### config.mk
export PLATFORM = sky130hd
export DESIGN_NAME = serial_sum_collector
export DESIGN_NICKNAME = d
export VERILOG_FILES = /design/src/rtl/b01_pkg.sv /design/src/rtl/ovf_sat_counter.sv /design/src/rtl/serial_sum_collector.sv
export SDC_FILE = /design/constraint.sdc
export NUM_CORES = 1
export LEC_CHECK = 0
export CAP_MARGIN = 20
export CORE_MARGIN = 2
export CORE_UTILIZATION = 53
export CTS_CLUSTER_SIZE = 14
export DETAILED_ROUTE_END_ITERATION = 10
export PLACE_DENSITY_LB_ADDON = 0.25
export SLEW_MARGIN = 20
export SYNTH_ARGS = -nofsm -noshare
export SYNTH_HDL_FRONTEND = slang
export SYNTH_SLANG_ARGS = --single-unit
export TNS_END_PERCENT = 50
### constraint.sdc
create_clock -name clock -period 2.8 [get_ports clock]
set_input_delay 0.56 -clock clock [delete_from_list [all_inputs] [get_ports clock]]
set_output_delay 0.56 -clock clock [all_outputs]
set_load 0.01 [all_outputs]
### src/rtl/b01_pkg.sv
// Shared defaults and holding-FSM state type for the serial sum collector.
package b01_pkg;

  localparam int unsigned WidthDefault = 8;
  localparam int unsigned CntWDefault  = 8;

  typedef enum logic {
    StEmpty = 1'b0,
    StFull  = 1'b1
  } hold_state_e;

endpackage

### src/rtl/ovf_sat_counter.sv
// Saturating up-counter of words loaded with their overflow summary set.
module ovf_sat_counter
  import b01_pkg::*;
#(
  parameter int unsigned CNT_W = CntWDefault
) (
  input  logic             clock,
  input  logic             reset,
  input  logic             inc,
  output logic [CNT_W-1:0] count
);

  logic [CNT_W-1:0] count_q, count_d;

  always_comb begin
    count_d = count_q;
    if (inc && (count_q != {CNT_W{1'b1}})) begin
      count_d = count_q + CNT_W'(1);
    end
  end

  always_ff @(posedge clock) begin
    if (reset) begin
      count_q <= '0;
    end else begin
      count_q <= count_d;
    end
  end

  assign count = count_q;

endmodule

### src/rtl/serial_sum_collector.sv
// Collects a serial sum stream LSB first into words and holds them for a ready/valid consumer.
// Define OVF_COUNT_EN to add the saturating ovf_count output.
module serial_sum_collector
  import b01_pkg::*;
#(
  parameter int unsigned WIDTH = WidthDefault,
  parameter int unsigned CNT_W = CntWDefault
) (
  input  logic             clock,
  input  logic             reset,
  input  logic             sin,
  input  logic             ovf_in,
  input  logic             sin_valid,
  input  logic             frame_start,
  output logic [WIDTH-1:0] word_out,
  output logic             word_valid,
  input  logic             word_ready,
  output logic             word_ovf,
  output logic             lost
`ifdef OVF_COUNT_EN
  ,
  output logic [CNT_W-1:0] ovf_count
`endif
);

  localparam int unsigned IdxW = (WIDTH > 1) ? $clog2(WIDTH) : 1;
  localparam logic [IdxW-1:0] LastIdx = IdxW'(WIDTH - 1);

  logic [IdxW-1:0]  idx_q, idx_d;
  logic [WIDTH-1:0] shift_q, shift_d;
  logic             acc_q, acc_d;

  logic [IdxW-1:0]  base_idx;
  logic [WIDTH-1:0] base_word;
  logic             base_acc;
  logic [WIDTH-1:0] cur_word;
  logic             cur_acc;
  logic             complete;

  hold_state_e      state_q, state_d;
  logic [WIDTH-1:0] hold_word_q, hold_word_d;
  logic             hold_ovf_q, hold_ovf_d;
  logic             lost_q, lost_d;
  logic             load;

  // frame_start discards the partial word before this cycle's bit is placed.
  always_comb begin
    base_idx  = frame_start ? '0 : idx_q;
    base_word = frame_start ? '0 : shift_q;
    base_acc  = frame_start ? 1'b0 : acc_q;

    cur_word = base_word;
    if (sin_valid) begin
      cur_word[base_idx] = sin;
    end
    cur_acc  = base_acc | (sin_valid & ovf_in);
    complete = sin_valid && (base_idx == LastIdx);

    idx_d   = base_idx;
    shift_d = base_word;
    acc_d   = base_acc;
    if (sin_valid) begin
      if (complete) begin
        idx_d   = '0;
        shift_d = '0;
        acc_d   = 1'b0;
      end else begin
        idx_d   = base_idx + IdxW'(1);
        shift_d = cur_word;
        acc_d   = cur_acc;
      end
    end
  end

  always_comb begin
    state_d     = state_q;
    hold_word_d = hold_word_q;
    hold_ovf_d  = hold_ovf_q;
    lost_d      = 1'b0;
    load        = 1'b0;

    unique case (state_q)
      StEmpty: begin
        load = complete;
      end
      StFull: begin
        if (complete) begin
          load   = word_ready;
          lost_d = ~word_ready;
        end else if (word_ready) begin
          state_d = StEmpty;
        end
      end
      default: state_d = StEmpty;
    endcase

    if (load) begin
      state_d     = StFull;
      hold_word_d = cur_word;
      hold_ovf_d  = cur_acc;
    end
  end

  always_ff @(posedge clock) begin
    if (reset) begin
      idx_q       <= '0;
      shift_q     <= '0;
      acc_q       <= 1'b0;
      state_q     <= StEmpty;
      hold_word_q <= '0;
      hold_ovf_q  <= 1'b0;
      lost_q      <= 1'b0;
    end else begin
      idx_q       <= idx_d;
      shift_q     <= shift_d;
      acc_q       <= acc_d;
      state_q     <= state_d;
      hold_word_q <= hold_word_d;
      hold_ovf_q  <= hold_ovf_d;
      lost_q      <= lost_d;
    end
  end

  assign word_out   = hold_word_q;
  assign word_ovf   = hold_ovf_q;
  assign word_valid = (state_q == StFull);
  assign lost       = lost_q;

`ifdef OVF_COUNT_EN
  ovf_sat_counter #(
    .CNT_W(CNT_W)
  ) u_ovf_sat_counter (
    .clock(clock),
    .reset(reset),
    .inc  (load & cur_acc),
    .count(ovf_count)
  );
`endif

endmodule

==> impl_results.rst, run 1 <==
.. list-table::
   :header-rows: 1

   * - Metric
     - Value
   * - Final count of hold timing violations
     - 0
   * - Mean routed wirelength per cell
     - 13.83 um
   * - Master cell of the clock root buffer
     - sky130_fd_sc_hd__clkbuf_4
   * - Initial Utilization
     - 0.5609
   * - Pin slew with the least headroom to its limit
     - 0.4747 ns
   * - Fraction of the core area covered by cells at the end of the flow
     - 0.6957
   * - Endpoint kind of the worst setup timing path
     - flip-flop
   * - Num CTS Buffers
     - 3
   * - Syn_nets
     - 110
   * - Slowest stage cell, crit path
     - sky130_fd_sc_hd__clkdlybuf4s50_1
   * - Setup TNS
     - 0 ns
   * - Netlist Area Pre-Place
     - 968.4 sq um
   * - Hold EP
     - shift_q[6]
   * - Critical path data required time
     - 3.01 ns
   * - Chip width
     - 46.75 um
   * - Sequential area share after synthesis
     - 0.4548
   * - Final global-route overflow total
     - 0
   * - Worst setup slack for register-to-register paths
     - 1.09 ns
   * - Commonest non-fill, non-tap cells in the layout
     - 22 x sky130_fd_sc_hd__dfxtp_1, 17 x sky130_fd_sc_hd__clkdlybuf4s50_1, 14 x sky130_fd_sc_hd__nor2_1
   * - Mean instance size in the synthesized netlist
     - 9.402 sq um
   * - Clock latency of the later-clocked register in the worst-skew pair
     - 0.31 ns
   * - Synthesized instance count
     - 103
   * - Global-route wire length before repair
     - 3.215 mm
   * - Maximum number of pins on one net before global-route repair
     - 17
   * - Setup repair after global routing missed its margin
     - no
   * - FF-to-FF End
     - word_out[2]
   * - RR Startpoint
     - idx_q[1]
   * - Number of buffer and inverter instances along the worst setup path
     - 2
   * - Post-synth EDFFs
     - 0
   * - Total routing usage reported by global routing
     - 0.2119
   * - Leakage power summed over all cells
     - 0.4270 nW
   * - Fraction of the mapped netlist area in simple logic gates
     - 0.2661
   * - Final WL
     - 2.006 mm
   * - Global placement routability congestion
     - 0.9555
   * - Worst path cell trace
     - clkdlybuf4s50_1 > nand3b_4 > nor4_4 > buf_4 > mux2i_1 > nor2_1
   * - Combinational family with the most area after synthesis
     - simple AND/OR/NAND/NOR gates
   * - Crit path largest cell delay
     - 0.76 ns
   * - Ports placed on the boundary
     - 18
   * - Worst hold path class
     - reg -> reg
   * - Post-detailed-route via-to-cell ratio
     - 5.628
   * - Design Power
     - 605.4 uW
   * - DRC violation count after routing
     - 0
   * - Total power per unit cell area
     - 504.0 mW/mm^2
   * - Category of cells accounting for the largest share of critical-path delay
     - buffers and inverters
   * - Initial antenna violation count
     - 0
   * - Core area
     - 0.001727 sq mm
   * - CTS resizes
     - 0
   * - Compound-cell area share of the yosys netlist
     - 0.1163
   * - Number of pins with negative max-slew slack in the final report
     - 0
   * - H-Tree Level Count
     - 1
   * - Number of library cell types mapped by synthesis
     - 34
   * - I/O Buffers
     - 17
   * - Detailed-router iteration count before antenna repair
     - 4
   * - Area added between synthesis and finish
     - 24.03%
   * - Share of post-route cells with drive strength above 1
     - 0.1083
   * - Highest net fanout along the worst path
     - 12
   * - Worst setup SP type
     - primary input
   * - Number of max-cap violations
     - 0
   * - Vias in the first global route
     - 731
   * - ANT nets after route
     - 0
   * - Logic depth of the worst register-to-register path
     - 5
   * - Time the final worst path needs with I/O delays and setup
     - 1.982 ns
   * - Outcome
     - finished clean
   * - Post-CTS Setup Inserts
     - 0
   * - Count of vias placed by the detailed router
     - 816
   * - Tcrit/Tclk final
     - 0.7079
   * - HPWL after detailed placement
     - 1.431 mm
   * - Final setup margin
     - 0.8178 ns
   * - Count of nets after finishing
     - 128
   * - Die outline area
     - 0.002185 sq mm
   * - Share of synthesized registers carrying an async set or reset
     - 0
   * - Yosys reg bits
     - 22
   * - Clock edge transition at the registers on the reported setup and hold paths
     - 0.13 ns
   * - Antenna diode count
     - 0
   * - Post-Place Setup Slack
     - 0.5018 ns
   * - Filler Cell Count
     - 156
   * - CP Data Arrival Time
     - 2.19 ns
   * - Headroom to the max-slew limit
     - 0.6825
   * - Buffers from clock root to sink, at most
     - 2
   * - Number of buffers added to fix hold violations after cts
     - 0
   * - Post-Route Skew
     - 0.01226 ns
   * - Share of cell area taken by muxes after synthesis
     - 0.08269
   * - Setup violators final
     - 0
   * - Worst Hold Slack
     - 0.4741 ns
   * - Hold wc startpoint
     - shift_q[6]
   * - Worst setup path class
     - in -> reg
   * - Row Count
     - 15
   * - Post-Synth XOR/XNOR Area
     - 0.02713
   * - Adder-cell share of the synthesized area
     - 0
   * - Die H
     - 46.75 um
   * - TritonCTS clock tree
     - done
   * - Most frequent standard cell in the layout excluding fill and tap cells
     - sky130_fd_sc_hd__dfxtp_1
   * - Worst Hold Path Cells
     - 2
   * - DRT iter0 DRCs
     - 30
   * - Yosys warning total
     - 0
   * - Sink Count
     - 22
   * - Maximum vdd drop
     - 0.3371 mV
   * - Primary flip-flop cell chosen by synthesis mapping
     - sky130_fd_sc_hd__dfxtp_1
   * - Highest clock rate
     - 0.5045 GHz
==> sequential cells by signal, indices dropped and copies added (netlist names) <==
register and count:
shift_q 7, word_ovf 1, lost 1, idx_q 3, acc_q 1, word_out 8, word_valid 1
==> cells by family after synthesis <==
logic type | Yosys count
AO/OA/AOI/OAI | 15
XOR/XNOR | 3
buffers and inverters | 10
flip-flops | 22
multiplexers | 8
AND/OR/NAND/NOR | 45
==> per-stage QoR <==
step	cell area (sq um)	instances
6_report	1201	145
5_1_grt	1201	145
4_1_cts	1201	145
3_5_place_dp	1149	141
3_3_place_gp	1149	141
2_1_floorplan	968.4	103
==> report_power, final <==
| part | total [mW] | internal, mW | switching [mW] |
|---|---|---|---|
| clock | 0.243 | 0.145 | 0.0978 |
| combinational | 0.0417 | 0.0186 | 0.0232 |
| sequential | 0.321 | 0.316 | 0.00458 |
==> layout make-up <==
| type | count | area, sq um | share of cell area |
|---|---|---|---|
| timing repair buffer | 19 | 185.2 | 0.1542 |
| sequential | 22 | 440.4 | 0.3667 |
| tap | 25 | 31.28 | 0.02604 |
| clock buffer | 3 | 22.52 | 0.01875 |
| clock inverter | 1 | 30.03 | 0.02500 |
| inverter | 4 | 15.01 | 0.01250 |
| multi-input combinational | 71 | 476.7 | 0.3969 |
==> per-layer routing <==
metal | wire (um) | track usage
met1 | 921 | 0.2612
met2 | 910 | 0.3333
met3 | 92 | 0.04231
met4 | 82 | 0.1444
met5 | 0 | 0
==> Yosys cell counts (all sizes together) (2+ instances only) <==
library cell  number  area share
dfxtp             22        0.45
nor2              14       0.054
mux2i              8       0.083
nand3              6       0.031
nor3               6       0.031
nand2              5       0.019
a21oi              4       0.021
buf                4       0.030
inv                4       0.015
nand4              3       0.019
a211oi             2       0.026
clkbuf             2      0.0078
nor2b              2       0.013
o21ai              2       0.010
xnor2              2       0.018
==> tightest hold or removal path, stage by stage (launching register included) <==
cell and delay (ns):
sky130_fd_sc_hd__dfxtp_1 0.33, sky130_fd_sc_hd__nand2_1 0.05, sky130_fd_sc_hd__a21oi_1 0.06
==> worst max-delay path by stage <==
| stage | start | end | slack, ns | cells past startpoint |
|---|---|---|---|---|
| 2_1_floorplan | frame_start | word_out[7] | 1.29 | 5 |
| 3_3_place_gp | sin_valid | word_out[3] | 0.56 | 6 |
| 3_5_place_dp | sin_valid | word_out[4] | 0.50 | 6 |
| 4_1_cts | sin_valid | word_out[2] | 0.83 | 6 |
| 5_1_grt | sin_valid | word_out[4] | 0.71 | 6 |
| 6_report | sin_valid | word_out[2] | 0.82 | 6 |
No activity file was read; power rests on OpenSTA's default activity.
==> run 2, diff against run 1 <==
CORE_ASPECT_RATIO = 0.7   (was not set)
CORE_UTILIZATION = 45   (was 53)
clock period = 1.7 ns   (was 2.8 ns; I/O delays follow)
==> run 2 against run 1 <==
Net effect:
- via count is 8.5% higher
- flip-flop and latch count unchanged
- clock skew up 0.0085 ns
- core utilization decreased by 4.6 points
- critical path type is now reg -> out
- hold slack got worse by 0.0039 ns
- first-iteration DRC count decreased by 10%
==> impl_results.rst, run 2 (synthesis gave the netlist of run 1 again) <==
.. list-table::
   :header-rows: 1

   * - Metric
     - Value
   * - Filler Cell Count
     - 173 (+11%)
   * - Highest clock rate
     - 0.6264 GHz
   * - Hold EP
     - shift_q[6]
   * - Maximum number of pins on one net before global-route repair
     - 14 (-3)
   * - Count of nets after finishing
     - 148 (+16%)
   * - Outcome
     - finished clean
   * - Tcrit/Tclk final
     - 0.9391
   * - Number of stages on the worst setup path
     - 1 (-5)
   * - Post-Route Skew
     - 0.02077 ns (+0.008507 ns)
   * - Pin slew with the least headroom to its limit
     - 0.3316 ns (-0.1431 ns)
   * - Core area
     - 0.002085 sq mm (+21%)
   * - Buffers from clock root to sink, at most
     - 2 (unchanged)
   * - Filler-free cell count of the finished design
     - 164 (+13%)
   * - Antenna diode count
     - 0 (unchanged)
   * - Final WL
     - 2.411 mm (+20%)
   * - Total power per unit cell area
     - 760.8 mW/mm^2 (+51%)
   * - Time the final worst path needs with I/O delays and setup
     - 1.597 ns
   * - Sink Count
     - 22 (unchanged)
   * - Row Count
     - 14 (-1)
   * - Master cell of the clock root buffer
     - sky130_fd_sc_hd__clkbuf_4
   * - Detailed-router iteration count before antenna repair
     - 4 (unchanged)
   * - Final global-route overflow total
     - 0 (unchanged)
   * - I/O Buffers
     - 17 (unchanged)
   * - Global placement routability congestion
     - 0.8536 (-11%)
   * - Leakage power summed over all cells
     - 0.5439 nW (+27%)
   * - Number of max-cap violations
     - 0 (unchanged)
   * - Logic depth of the worst register-to-register path
     - 5 (unchanged)
   * - Critical path data required time
     - 1.36 ns (-1.65 ns)
   * - Number of pins with negative max-slew slack in the final report
     - 0 (unchanged)
   * - Global-route wire length before repair
     - 3.898 mm (+21%)
   * - Die H
     - 42.82 um (-8.4%)
   * - Number of buffer and inverter instances along the worst setup path
     - 1 (-1)
   * - Setup repair after global routing missed its margin
     - no
   * - Vias in the first global route
     - 818 (+12%)
   * - Setup violators final
     - 0 (unchanged)
   * - Number of flip-flops in the largest register
     - 8 (unchanged)
   * - Worst path cell trace
     - clkdlybuf4s50_1
   * - Clock latency of the later-clocked register in the worst-skew pair
     - 0.32 ns (about the same)
   * - Total routing usage reported by global routing
     - 0.2153 (+0.003468)
   * - Die outline area
     - 0.002545 sq mm (+16%)
   * - CP Data Arrival Time
     - 1.26 ns (-0.93 ns)
   * - H-Tree Level Count
     - 1 (unchanged)
   * - FF-to-FF End
     - word_out[2]
   * - Headroom to the max-slew limit
     - 0.7774 (+0.09490)
   * - Fraction of the core area covered by cells at the end of the flow
     - 0.6501 (-0.04559)
   * - TritonCTS clock tree
     - done
   * - Worst setup slack for register-to-register paths
     - 0.23 ns (-0.86 ns)
   * - Area added between synthesis and finish
     - 39.92%
   * - Cell count after placement
     - 160 (+13%)
   * - Mean routed wirelength per cell
     - 14.70 um (+6.3%)
   * - Post-CTS Setup Inserts
     - 0 (unchanged)
   * - Ports placed on the boundary
     - 18 (unchanged)
   * - DRC violation count after routing
     - 0 (unchanged)
   * - Final count of hold timing violations
     - 0 (unchanged)
   * - Crit path largest cell delay
     - 0.54 ns (-0.22 ns)
   * - DRT iter0 DRCs
     - 27 (-10%)
   * - RR Startpoint
     - idx_q[0]
   * - Worst hold path class
     - reg -> reg
   * - Commonest non-fill, non-tap cells in the layout
     - 22 x sky130_fd_sc_hd__dfxtp_1, 22 x sky130_fd_sc_hd__buf_4, 15 x sky130_fd_sc_hd__clkdlybuf4s50_1
   * - Worst Hold Path Cells
     - 2 (unchanged)
   * - Num CTS Buffers
     - 3 (unchanged)
   * - Crit path from
     - word_valid
   * - Count of vias placed by the detailed router
     - 885 (+8.5%)
   * - Highest net fanout along the worst path
     - 3 (-9)
   * - Endpoint kind of the worst setup timing path
     - output port
   * - Share of post-route cells with drive strength above 1
     - 0.2357 (+0.1274)
   * - HPWL after detailed placement
     - 1.845 mm (+29%)
   * - Clock edge transition at the registers on the reported setup and hold paths
     - 0.14 ns (about the same)
   * - Maximum vdd drop
     - 0.5037 mV (+49%)
   * - Worst setup SP type
     - flip-flop
   * - ANT nets after route
     - 0 (unchanged)
   * - Slowest stage cell, crit path
     - sky130_fd_sc_hd__clkdlybuf4s50_1
   * - Initial antenna violation count
     - 0 (unchanged)
   * - Hold wc startpoint
     - shift_q[6]
   * - Category of cells accounting for the largest share of critical-path delay
     - buffers and inverters
   * - Chip width
     - 59.45 um (+27%)
   * - Post-detailed-route via-to-cell ratio
     - 5.396 (-4.1%)
   * - Initial Utilization
     - 0.4646 (-0.09628)
   * - Worst setup path class
     - reg -> out
## run 2: cell count changes in the layout (fill, tap and decap cells not counted), sizes merged
cell / previous run / this run
buf: 2 / 22
clkdlybuf4s50: 17 / 15
dlymetal6s2s: 0 / 2
## run 2: metrics by stage
| step | setup slack [ns] | power (mW) | area [sq um] | hold slack (ns) | TNS, ns |
|---|---|---|---|---|---|
| after detailed placement | -0.2324 | 0.6329 | 1297 | 0.4550 | -2.566 |
| after CTS | 0.09947 | 1.037 | 1350 | 0.4735 | 0 |
| after floorplan | 0.3699 | 0.5781 | 968.4 | 0.4046 | 0 |
| after global routing | 0.05046 | 1.064 | 1355 | 0.4989 | 0 |
| final | 0.1035 | 1.031 | 1355 | 0.4702 | 0 |
| after global placement | -0.1964 | 0.6304 | 1297 | 0.4437 | -1.973 |
## run 2: report_power, final
group | switching, mW | internal, mW
Clock | 0.170 | 0.239
Combinational | 0.0465 | 0.0488
Sequential | 0.00559 | 0.521
Total | 0.222 | 0.809
## run 2: layout make-up
class / count / area (sq um) / area share
Multi-Input combinational cell: 71 / 476.7 / 0.3518
Tap cell: 24 / 30.03 / 0.02216
Clock inverter: 1 / 30.03 / 0.02216
Timing Repair Buffer: 39 / 340.3 / 0.2512
Sequential cell: 22 / 440.4 / 0.3250
Inverter: 4 / 15.01 / 0.01108
Clock buffer: 3 / 22.52 / 0.01662
## run 2: timing repair
item	in CTS	in global routing
hold buffers	0	0
gates resized for setup	0	2
endpoints found under the setup margin	0	2
## run 2: worst max-delay path by stage
stage	slack, ns	end
floorplan	0.37	word_out[7]
global placement	-0.20	word_out[7]
detailed placement	-0.23	word_out[4]
CTS	0.1	word_valid
global route	0.05	word_valid
finish	0.10	word_valid
## run 2: metal layers
metal / vias to the layer above / part of all wire / global-route usage
met5: - / 0 / 0
met4: 0 / 0.0050 / 0.04091
met3: 2 / 0.057 / 0.07622
met2: 30 / 0.45 / 0.3275
met1: 414 / 0.49 / 0.2940
li1: 439 / - / -
==> run 3, diff against run 2 <==
CORE_MARGIN = 5   (was 2)
==> run 3 against run 2 <==
Net effect:
- global-route usage is 5.4 points lower
- power is 18% lower
- final area is 5.9% lower
- count of clock-buffer cells in the layout stayed put
- clock power is 43% lower
- flip-flop and latch count stayed put
- sequential power hardly changed
- setup slack better by 0.013 ns
- die area is 26% higher
- fmax is 0.82% higher
==> impl_results.rst, run 3 (synthesis gave the netlist of run 1 again) <==
.. list-table::
   :header-rows: 1

   * - Metric
     - Value
   * - ANT nets after route
     - 0 (unchanged)
   * - Total power per unit cell area
     - 664.7 mW/mm^2 (-13%)
   * - Commonest non-fill, non-tap cells in the layout
     - 22 x sky130_fd_sc_hd__dfxtp_1, 17 x sky130_fd_sc_hd__clkdlybuf4s50_1, 16 x sky130_fd_sc_hd__buf_4
   * - Filler Cell Count
     - 183 (+5.8%)
   * - H-Tree Level Count
     - 1 (unchanged)
   * - Worst setup SP type
     - primary input
   * - Area added between synthesis and finish
     - 31.65%
   * - Slowest stage cell, crit path
     - sky130_fd_sc_hd__clkdlybuf4s50_1
   * - Global placement routability congestion
     - 0.8772 (+2.8%)
   * - HPWL after detailed placement
     - 1.787 mm (-3.2%)
   * - Setup repair after global routing missed its margin
     - no
   * - Endpoint kind of the worst setup timing path
     - flip-flop
   * - Category of cells accounting for the largest share of critical-path delay
     - buffers and inverters
   * - Area used by multi-input combinational logic
     - 476.7 sq um (unchanged)
   * - Die H
     - 48.82 um (+14%)
   * - Chip width
     - 65.45 um (+10%)
   * - Share of post-route cells with drive strength above 1
     - 0.1955 (-0.04023)
   * - DRC violation count after routing
     - 0 (unchanged)
   * - Most frequent standard cell in the layout excluding fill and tap cells
     - sky130_fd_sc_hd__dfxtp_1
   * - Maximum number of pins on one net before global-route repair
     - 12 (-2)
   * - Time the final worst path needs with I/O delays and setup
     - 1.584 ns (-0.01291 ns)
   * - Setup TNS
     - 0 ns (unchanged)
   * - Fraction of the core area covered by cells at the end of the flow
     - 0.6065 (-0.04351)
   * - Num CTS Buffers
     - 3 (unchanged)
   * - Die outline area
     - 0.003195 sq mm (+26%)
   * - TritonCTS clock tree
     - done
   * - DRT iter0 DRCs
     - 29 (+7.4%)
   * - Design Power
     - 847.5 uW (-18%)
   * - Leakage power summed over all cells
     - 0.4811 nW (-12%)
   * - Placed instance area
     - 0.001252 sq mm (-3.5%)
   * - Highest clock rate
     - 0.6315 GHz (+0.82%)
   * - Ports placed on the boundary
     - 18 (unchanged)
   * - Final global-route overflow total
     - 0 (unchanged)
   * - Sink Count
     - 22 (unchanged)
   * - Total routing usage reported by global routing
     - 0.1616 (-0.05370)
   * - Final setup margin
     - 0.1164 ns (+0.01291 ns)
   * - Pin slew with the least headroom to its limit
     - 0.3247 ns (-0.006893 ns)
   * - Vias in the first global route
     - 844 (+3.2%)
   * - I/O Buffers
     - 17 (unchanged)
   * - Setup violators final
     - 0 (unchanged)
   * - Number of flip-flops in the largest register
     - 8 (unchanged)
   * - Initial Utilization
     - 0.4607 (-0.003872)
   * - Post-Place Setup Slack
     - -0.2082 ns (+0.02415 ns)
   * - Number of buffer and inverter instances along the worst setup path
     - 2 (+1)
   * - Headroom to the max-slew limit
     - 0.7832 (+0.005797)
   * - Worst path cell trace
     - clkdlybuf4s50_1 > nand3b_4 > nor4_4 > buf_4 > mux2i_1 > nor2_1
   * - Critical path data required time
     - 1.91 ns (+0.55 ns)
   * - Initial antenna violation count
     - 0 (unchanged)
   * - Crit path largest cell delay
     - 0.52 ns (-0.02 ns)
   * - Number of pins with negative max-slew slack in the final report
     - 0 (unchanged)
   * - Antenna diode count
     - 0 (unchanged)
   * - Reg area
     - 440.4 sq um (unchanged)
   * - CP Data Arrival Time
     - 1.80 ns (+0.54 ns)
   * - Maximum vdd drop
     - 0.5382 mV (+6.9%)
   * - Post-detailed-route via-to-cell ratio
     - 5.338 (-1.1%)
   * - Core area
     - 0.002102 sq mm (+0.84%)
   * - Final count of hold timing violations
     - 0 (unchanged)
   * - Clock latency of the later-clocked register in the worst-skew pair
     - 0.30 ns (-0.02 ns)
   * - Mean routed wirelength per cell
     - 14.59 um (-0.74%)
   * - Final WL
     - 2.291 mm (-5.0%)
   * - Row Count
     - 14 (unchanged)
   * - Number of buffers added to fix hold violations after cts
     - 0 (unchanged)
   * - Buffers from clock root to sink, at most
     - 2 (unchanged)
   * - Tcrit/Tclk final
     - 0.9315 (-0.007594)
   * - Master cell of the clock root buffer
     - sky130_fd_sc_hd__clkbuf_4
   * - Post-CTS Setup Inserts
     - 0 (unchanged)
   * - Clock edge transition at the registers on the reported setup and hold paths
     - 0.12 ns (-0.02 ns)
   * - Post-Route Skew
     - 0.008901 ns (-0.01187 ns)
   * - Worst setup slack for register-to-register paths
     - 0.24 ns (about the same)
   * - Number of max-cap violations
     - 0 (unchanged)
   * - Outcome
     - finished clean
   * - Detailed-router iteration count before antenna repair
     - 4 (unchanged)
   * - Count of nets after finishing
     - 142 (-4.1%)
   * - CTS resizes
     - 0 (unchanged)
   * - Global-route wire length before repair
     - 3.877 mm (-0.54%)
   * - Cell area after layout
     - 0.001275 sq mm (-5.9%)
   * - Worst setup path class
     - in -> reg
   * - Highest net fanout along the worst path
     - 8 (+5)
   * - Worst hold path class
     - reg -> reg
   * - Count of vias placed by the detailed router
     - 838 (-5.3%)
==> run 3: cell types whose count changed in the layout (fill, tap and decap cells not counted) <==
cell	change
sky130_fd_sc_hd__clkdlybuf4s50_1	+2
sky130_fd_sc_hd__bufinv_16	-1
sky130_fd_sc_hd__buf_4	-6
sky130_fd_sc_hd__dlymetal6s2s_1	-2
==> run 3: where the power goes <==
group          switching, mW  internal, mW
registers            0.00648         0.521
clock network          0.149        0.0827
logic                 0.0438        0.0445
total                  0.199         0.648
==> run 3: path summary, 6_finish.rpt <==
kind / from / endpoint / cells after the start
min: shift_q[6] / shift_q[6] / 2
max: frame_start / word_out[0] / 6
min reg2reg: shift_q[6] / shift_q[6] / 2
max reg2reg: idx_q[0] / shift_q[0] / 4
==> run 3: metal layers <==
metal,GRT usage,wire (um)
met5,0,0
met4,0.05172,19
met3,0.05991,98
met2,0.2588,1067
met1,0.2000,1106
==> run 3: metrics by stage <==
step	instances	hold WS, ns
6_report	157	0.4667
5_1_grt	157	0.4937
4_1_cts	157	0.4732
3_5_place_dp	154	0.4566
3_3_place_gp	154	0.4475
2_1_floorplan	103	0.4046
==> run 3: area by class of cell <==
cell class | instances | area share
flip-flops and latches | 22 | 0.3454
well taps | 24 | 0.02355
multi-input cells | 71 | 0.3739
clock buffers | 3 | 0.01766
inverters | 4 | 0.01178
repair buffers | 33 | 0.2277
==> run 3: worst register-to-register path, delay by kind of cell, from the launching register on <==
family          cells  cell delay, ns
flops               1            0.53
simple gates        2            0.46
compound gates      2            0.40
